### config.mk
export PLATFORM = sky130hd
export DESIGN_NAME = vga_scanout
export DESIGN_NICKNAME = d
export VERILOG_FILES = /design/src/rtl/vga_scanout.sv
export SDC_FILE = /design/constraint.sdc
export NUM_CORES = 1
export LEC_CHECK = 0
export ABC_AREA = 1
export BUFFER_PORTS_ARGS = -buffer_cell sky130_fd_sc_hd__buf_2
export CAP_MARGIN = 20
export CORE_AREA = 8 8 143 111
export DETAILED_ROUTE_END_ITERATION = 8
export DIE_AREA = 0 0 151 119
export PLACE_DENSITY_LB_ADDON = 0.15
export RECOVER_POWER = 50
export SKIP_CTS_REPAIR_TIMING = 1
export SLEW_MARGIN = 20
export SYNTH_ARGS = -nofsm -noshare
export SYNTH_HDL_FRONTEND = slang
export SYNTH_SLANG_ARGS = --single-unit
### constraint.sdc
create_clock -name clk -period 2.25 [get_ports clk]
set_clock_uncertainty 0.15 [all_clocks]
set_input_delay 0.3375 -clock clk [delete_from_list [all_inputs] [get_ports clk]]
set_output_delay 0.3375 -clock clk [all_outputs]
set_load 0.005 [all_outputs]
### src/rtl/vga_scanout.sv
// vga_scanout: 640x480@60 VGA timing, VRAM address walk and centred grey image.
// Define VGA_SCANOUT_BORDER_EN to draw a white 1-pixel ring around the image.
module vga_scanout #(
  parameter int         H_ACTIVE   = 640,
  parameter int         H_FP       = 16,
  parameter int         H_SYNC     = 96,
  parameter int         H_BP       = 48,
  parameter int         V_ACTIVE   = 480,
  parameter int         V_FP       = 10,
  parameter int         V_SYNC     = 2,
  parameter int         V_BP       = 33,
  parameter int         ORIG_DIM   = 400,
  parameter int         INTERP_DIM = 300,
  parameter logic [7:0] BG_LEVEL   = 8'h00
) (
  input  logic        clk,
  input  logic        reset,
  input  logic        pix_ce,
  input  logic        image_select,
  input  logic [7:0]  vram_out,
  output logic [31:0] gpu_address,
  output logic [7:0]  vga_r,
  output logic [7:0]  vga_g,
  output logic [7:0]  vga_b,
  output logic        vga_hsync,
  output logic        vga_vsync,
  output logic        vga_blank_n,
  output logic        frame_start
);

  localparam logic [9:0] H_LAST = 10'(H_ACTIVE + H_FP + H_SYNC + H_BP - 1);
  localparam logic [9:0] V_LAST = 10'(V_ACTIVE + V_FP + V_SYNC + V_BP - 1);
  localparam logic [9:0] H_VIS  = 10'(H_ACTIVE);
  localparam logic [9:0] V_VIS  = 10'(V_ACTIVE);
  localparam logic [9:0] HS_BEG = 10'(H_ACTIVE + H_FP);
  localparam logic [9:0] HS_END = 10'(H_ACTIVE + H_FP + H_SYNC);
  localparam logic [9:0] VS_BEG = 10'(V_ACTIVE + V_FP);
  localparam logic [9:0] VS_END = 10'(V_ACTIVE + V_FP + V_SYNC);
  localparam logic [9:0] OX0    = 10'((H_ACTIVE - ORIG_DIM) / 2);
  localparam logic [9:0] OY0    = 10'((V_ACTIVE - ORIG_DIM) / 2);
  localparam logic [9:0] IX0    = 10'((H_ACTIVE - INTERP_DIM) / 2);
  localparam logic [9:0] IY0    = 10'((V_ACTIVE - INTERP_DIM) / 2);
  localparam logic [9:0] OD     = 10'(ORIG_DIM);
  localparam logic [9:0] ID     = 10'(INTERP_DIM);

`ifdef VGA_SCANOUT_BORDER_EN
  localparam logic [7:0] RING_LEVEL = 8'hFF;
`else
  localparam logic [7:0] RING_LEVEL = BG_LEVEL;
`endif

  typedef struct packed {
    logic win;
    logic ring;
    logic vis;
    logic hs;
    logic vs;
  } s1_t;

  localparam s1_t S1_RST = '{win: 1'b0, ring: 1'b0, vis: 1'b0,
                             hs: 1'b1, vs: 1'b1};

  logic [9:0]  h_cnt;
  logic [9:0]  v_cnt;
  logic [31:0] run_addr;
  logic        dim_sel;
  logic [9:0]  x0;
  logic [9:0]  y0;
  logic [9:0]  dm;
  logic [9:0]  x1;
  logic [9:0]  y1;
  logic        in_win;
  logic        in_box;
  logic        frame_top;
  s1_t         s1;
  s1_t         s1_next;
  logic [7:0]  pix;

  // Window geometry for the frame's latched image size, plus sync decode.
  always_comb begin
    x0        = dim_sel ? IX0 : OX0;
    y0        = dim_sel ? IY0 : OY0;
    dm        = dim_sel ? ID : OD;
    x1        = x0 + dm;
    y1        = y0 + dm;
    in_win    = (h_cnt >= x0) && (h_cnt < x1) &&
                (v_cnt >= y0) && (v_cnt < y1);
    in_box    = (h_cnt + 10'd1 >= x0) && (h_cnt <= x1) &&
                (v_cnt + 10'd1 >= y0) && (v_cnt <= y1);
    frame_top = (h_cnt == 10'd0) && (v_cnt == 10'd0);
    s1_next      = S1_RST;
    s1_next.win  = in_win;
    s1_next.ring = in_box && !in_win;
    s1_next.vis  = (h_cnt < H_VIS) && (v_cnt < V_VIS);
    s1_next.hs   = !((h_cnt >= HS_BEG) && (h_cnt < HS_END));
    s1_next.vs   = !((v_cnt >= VS_BEG) && (v_cnt < VS_END));
  end

  // Raster counters advance one pixel per enabled tick.
  always_ff @(posedge clk or negedge reset) begin
    if (!reset) begin
      h_cnt <= '0;
      v_cnt <= '0;
    end else if (pix_ce) begin
      if (h_cnt == H_LAST) begin
        h_cnt <= '0;
        v_cnt <= (v_cnt == V_LAST) ? '0 : v_cnt + 10'd1;
      end else begin
        h_cnt <= h_cnt + 10'd1;
      end
    end
  end

  // Frame latch, row-major address walk and one-clk frame_start pulse.
  always_ff @(posedge clk or negedge reset) begin
    if (!reset) begin
      dim_sel     <= 1'b0;
      run_addr    <= '0;
      gpu_address <= '0;
      frame_start <= 1'b0;
    end else begin
      frame_start <= pix_ce && frame_top;
      if (pix_ce) begin
        if (frame_top) begin
          dim_sel  <= image_select;
          run_addr <= '0;
        end else if (in_win) begin
          gpu_address <= run_addr;
          run_addr    <= run_addr + 32'd1;
        end
      end
    end
  end

  // First pipeline stage: carry window/sync flags alongside the VRAM fetch.
  always_ff @(posedge clk or negedge reset) begin
    if (!reset) begin
      s1 <= S1_RST;
    end else if (pix_ce) begin
      s1 <= s1_next;
    end
  end

  // Pixel select: blanking overrides everything, then image, ring, background.
  always_comb begin
    pix = BG_LEVEL;
    if (!s1.vis) begin
      pix = 8'h00;
    end else if (s1.win) begin
      pix = vram_out;
    end else if (s1.ring) begin
      pix = RING_LEVEL;
    end
  end

  // Output registers, aligned with the fetched pixel data.
  always_ff @(posedge clk or negedge reset) begin
    if (!reset) begin
      vga_r       <= 8'h00;
      vga_g       <= 8'h00;
      vga_b       <= 8'h00;
      vga_hsync   <= 1'b1;
      vga_vsync   <= 1'b1;
      vga_blank_n <= 1'b0;
    end else if (pix_ce) begin
      vga_r       <= pix;
      vga_g       <= pix;
      vga_b       <= pix;
      vga_hsync   <= s1.hs;
      vga_vsync   <= s1.vs;
      vga_blank_n <= s1.vis;
    end
  end

endmodule

### After elaboration in Yosys (flattened, before gate mapping)

Index checks and enable logic that the tools add are counted.

| storage, ports and cells | value |
|---|---|
| logic and storage cells | 58 |
| input port bits | 12 |
| bits in registers | 101 |
| output and inout port bits | 60 |

| cells by class | value |
|---|---|
| reductions and logical operators | 17 |
| bitwise operators | 1 |
| $lt $le $gt $ge | 10 |
| add/sub/neg operators | 5 |
| equal/unequal tests | 2 |
| multiplexer cells | 9 |

Operators with widths:

| operator | count |
|---|---|
| 32-bit two-way mux | 2 |
| 32-bit by 1-bit adder with 32-bit output (second input constant) | 1 |
| 8-bit two-way mux | 4 |
| 10-bit by 1-bit adder with 10-bit output (second input constant) | 2 |
| 10-bit equality test (second input constant) | 2 |
| 10-bit zero test | 2 |
| 10-bit less-than comparator | 2 |
| 10-bit less-than comparator (second input constant) | 2 |
| 10-bit by 9-bit less-than comparator with 1-bit output (second input constant) | 2 |
| 10-bit two-way mux | 2 |
| 7-bit by 9-bit adder with 10-bit output | 1 |
| 8-bit by 9-bit adder with 10-bit output | 1 |
| 10-bit greater-or-equal comparator (second input constant) | 1 |
| 10-bit by 7-bit greater-or-equal comparator with 1-bit output | 1 |
| 10-bit by 8-bit greater-or-equal comparator with 1-bit output | 1 |
| 10-bit by 9-bit greater-or-equal comparator with 1-bit output (second input constant) | 1 |
| 1-bit logical AND | 8 |
| 7-bit two-way mux | 1 |
| 2-bit AND reduction | 3 |
| 3-bit AND reduction | 1 |
| 1-bit zero test | 2 |
| 2-bit nonzero test | 1 |
| 1-bit inverter | 1 |

### Logic depth before layout (Yosys ltp)

| depth | value |
|---|---|
| word-level depth | 8 |
| mapped depth | 15 |

### Least setup slack after synthesis

No wires, ideal clock.

| timing path | value |
|---|---|
| path type | register to register |
| start | reg dim_sel |
| end | reg gpu_address[4] |
| clock period less this slack | 2161 ps |
| slack | 89 ps |
| arrival | 1894 ps |
| stages on the path, launching flop included | 16 |
| cells stage by stage | dfrtp_1 > inv_1 > ha_1 > inv_1 > nand2_1 > nor2_1 > nand2_1 > nand2_1 > nand2_1 > nand2_1 > nand2_2 > inv_2 > nand3_2 > buf_2 > nand2_1 > nand2_1 |

| between the ends | value |
|---|---|
| word-level cells in the longest chain between the ends | 7 |
| elaborated cells on any way between the ends | 13 |

Ends and longest elaborated chain:

| what | RTL line | RTL |
|---|---|---|
| from (decl) | 66 | `logic dim_sel;` |
| from (signal assigned) | 125 | `dim_sel <= image_select;` |
| 8-bit two-way mux, on equally long branches | 81, 83 |  |
| 8-bit by 9-bit adder with 10-bit output | 84 | `x1 = x0 + dm;` |
| 10-bit less-than comparator | 86 | `in_win = (h_cnt >= x0) && (h_cnt < x1) &&` |
| 1-bit logical AND (2 in a row) | 86 |  |
| 1-bit logical AND (*) | 87 | `(v_cnt >= y0) && (v_cnt < y1);` |
| 3-bit AND reduction (no source line) (*) | n/a |  |
| to (signal assigned) | 128 | `gpu_address <= run_addr;` |
| to (decl) | 21 | `output logic [31:0] gpu_address,` |

Every way passes the cells marked *; elsewhere a longest branch is shown, timed or not.
A chain may end at the register's enable or synchronous reset.

### Final worst setup path

| timing path | value |
|---|---|
| start | reg dim_sel |
| end | reg run_addr[17] |

| between the ends | value |
|---|---|
| word-level cells in the longest chain between the ends | 8 |
| elaborated cells on any way between the ends | 14 |

Ends and longest elaborated chain:

| what | RTL line | RTL |
|---|---|---|
| 8-bit two-way mux, on equally long branches | 81, 83 |  |
| 8-bit by 9-bit adder with 10-bit output | 84 |  |
| 10-bit less-than comparator | 86 |  |
| 1-bit logical AND (2 in a row) | 86 |  |
| 1-bit logical AND (*) | 87 |  |
| 2-bit nonzero test (no source line) (*) | n/a |  |
| 2-bit AND reduction (no source line) (*) | n/a |  |
| to (signal assigned) | 129 | `run_addr <= run_addr + 32'd1;` |
| to (decl) | 65 | `logic [31:0] run_addr;` |

Marked as above.

==> impl_metrics.yaml <==
detailed_routing:
  drc: 0
  via_count: 5594
  wl_per_cell_um: 15.2
  firstDrtPassIters: 5
  drt_iter0_drc: 449
  totalWireLength_um: 16400
  antenna_left: 0
  vias_per_cell: 5.18
pwr:
  ir_drop_uv: 448
  cellPowerDensity_nw_per_um2: 609
  p_leak_nw: 3.78
  power_mw: 4.41
setup_path:
  cp.arrival_ns: 2.32
  cp_cell_sequence: "buf_6 > ha_4 > nand2_2 > nor2_2 > nand2_1 > nand2_1 > nand2_1 > nand2_1 > nand2_2 > nor2_8 > buf_12 > clkbuf_16 > nand3_1 > nand2_1"
  path_common_cell: "nand2_1"
  required_ns: 2.39
  critPathKind: "register to register"
  worstSetupEndpointType: "register"
  slowest_stage: "dfrtp_2"
  cp-start-kind: "register"
  crit_fanout: 9
  slowest_delay_ns: 0.44
timing:
  rsz0062_at_grt: "true"
  period_minus_slack_ns: 2.18
  fin_crit_sh_pct: 96.9
  finalSetupTns_ns: 0
  clock.fmax_ghz: 0.458
  finalHoldViolations: 0
  slew_violations: 0
  setup_viol: 0
  maxSlewHeadroom_pct: 21.1
  tightest_slew_ns: 1.18
grt:
  grt_pass1_vias: 5166
  use_met1_pct: 25.6
  busiest_layer: "met2"
  grt_antenna_before_repair: 0
  use_met3_pct: 3.44
  grt_pass1_wl_um: 25600
  grtUsageTotal_pct: 17.5
  grt_max_degree: 65
  met2_usage_pct: 25.8
  grt_overflow: 0
synthesis:
  synth_area_leaders: "dfrtp_1, nand2_1, nand3_1"
  syn-num-nets: 860
  avgSynthCellArea_sq_um: 7.24
  synth_seq_area_share_pct: 42.3
  synth-seq-cells: 101
  syn-instance-count: 826
  ys_types: 30
  syn_area_sq_um: 5980
  yosysTopAreaCell: "dfrtp_1"
  yosysTopAreaCellShare_pct: 40.6
  yosys_warnings: 0
final_layout:
  drive_gt1_share_pct: 15.6
  area_growth_pct: 21.0
  antennaDiodeCount: 0
  nNetsFinal: 934
  n_fill_cell: 1318
floorplanning:
  core_sq_um: 13500
  start_util_pct: 44.3
  dieArea_sq_um: 18000
  die_h_um: 119
  io_pins: 72
  num_rows: 37
  die_w_um: 151
hold_path:
  min_path_type: "input port to register"
status:
  status: "completed"
flow_run:
  cap_violations: 0
clocking:
  clk_path_buf_depth: 2
  cts_tree: "yes"
  htree_levels: 3
  clock_sinks: 101
  root_buffer: "clkbuf_16"
  worst_skew_pair.late_latency_ns: 0.35
  cts_made_buffers: 9
  cts.clk_slew.worst_paths_ns: 0.07
placed_design:
  gp_congestion: 0.907
  port_buffers: 71
  dp_hpwl_um: 11200
sequential cells by signal, indices dropped and copies added, names as in the netlist:
register     flops
frame_start      1
vga_r            8
v_cnt           10
vga_vsync        1
dim_sel          1
vga_blank_n      1
s1               4
vga_hsync        1
h_cnt           10
gpu_address     32
run_addr        32
layout make-up:
type | count | area, sq um | share of cell area (%)
multi-input combinational | 598 | 2990 | 41.2
clock buffer | 9 | 225 | 3.11
timing repair buffer | 106 | 812 | 11.2
inverter | 84 | 318 | 4.39
sequential | 101 | 2530 | 35.0
clock inverter | 7 | 146 | 2.02
tap | 175 | 219 | 3.02
final timing paths:
path                         startpoint               to  slack, ns  cells past startpoint
setup / recovery                dim_sel     run_addr[17]       0.07                     14
hold / removal             image_select          dim_sel       0.04                      3
setup reg to reg                dim_sel     run_addr[17]       0.07                     14
hold reg to reg                   s1[1]        vga_hsync       0.32                      2
max in group asynchronous         reset  gpu_address[16]       0.44                      3
min in group asynchronous         reset         v_cnt[5]       0.60                      2
critical path: cells and delay by family, from the launching register on:
family	cells	cell delay, ns
AND/OR/NAND/NOR	10	0.77
adder cells (fa/ha/maj)	1	0.28
flip-flops	1	0.44
buffers and inverters	3	0.45
cells by family after synthesis:
logic type,after synthesis,share of synthesized area [%]
buffers and inverters,127,9.79
adder cells (fa/ha/maj),22,4.60
flip-flops,101,42.3
AO/OA/AOI/OAI,35,2.99
AND/OR/NAND/NOR,519,37.1
XOR/XNOR,22,3.22
Yosys cell counts:
master,count
nand2_2,4
or2_1,1
nor3_1,7
xnor2_1,8
nand3_2,1
dfstp_2,4
dfrtp_1,97
nor3b_1,3
clkinv_1,3
a21oi_1,7
nand2_1,277
nor2_8,1
ha_1,22
nor4_1,2
inv_2,2
nor2_1,81
a211oi_1,1
buf_4,25
nand3b_1,2
o21ai_0,26
nand3_1,124
buf_1,1
nand4_1,12
inv_1,79
a31oi_1,1
clkbuf_1,5
nor2_2,2
nor3_2,2
buf_2,12
xor2_1,14
per-stage QoR:
stage / instance area [sq um] / hold WS [ns] / instances / worst slack [ns] / util (%)
floorplan: 5980 / -0.108 / 826 / 0.0893 / -
global placement: 6560 / 0.233 / 1053 / 0.103 / 48.5
detailed placement: 6560 / 0.237 / 1053 / 0.00757 / 48.5
CTS: 6930 / -0.141 / 1069 / -0.0398 / 51.3
global route: 7240 / 0.0685 / 1080 / -0.0689 / 53.6
finish: 7240 / 0.0392 / 1080 / 0.0688 / 53.6
layer usage:
| layer | wire length, um | vias up |
|---|---|---|
| met5 | 0 | - |
| met4 | 161 | 0 |
| met3 | 1220 | 11 |
| met2 | 6860 | 172 |
| met1 | 8160 | 2661 |
| li1 | - | 2750 |
layout by cell type (no fill, tap or decap), drive strengths merged:
master / synthesis / final
nand2: 281 / 281
nand3: 125 / 125
dfrtp: 97 / 97
nor2: 84 / 84
inv: 81 / 82
buf: 38 / 76
clkbuf: 5 / 38
o21ai: 26 / 26
ha: 22 / 22
xor2: 14 / 14
nand4: 12 / 12
nor3: 9 / 9
xnor2: 8 / 8
a21oi: 7 / 7
bufinv: 0 / 4
dfstp: 4 / 4
clkinv: 3 / 3
nor3b: 3 / 3
nand3b: 2 / 2
nor4: 2 / 2
clkinvlp: 0 / 2
or2: 1 / 1
a211oi: 1 / 1
a31oi: 1 / 1
dlygate4sd3: 0 / 1
power breakdown:
group / switching, mW / internal [mW]
registers: 0.0871 / 1.88
logic: 0.319 / 0.208
clock network: 0.706 / 1.21
Note: power is estimated with default switching activity, not from simulation.
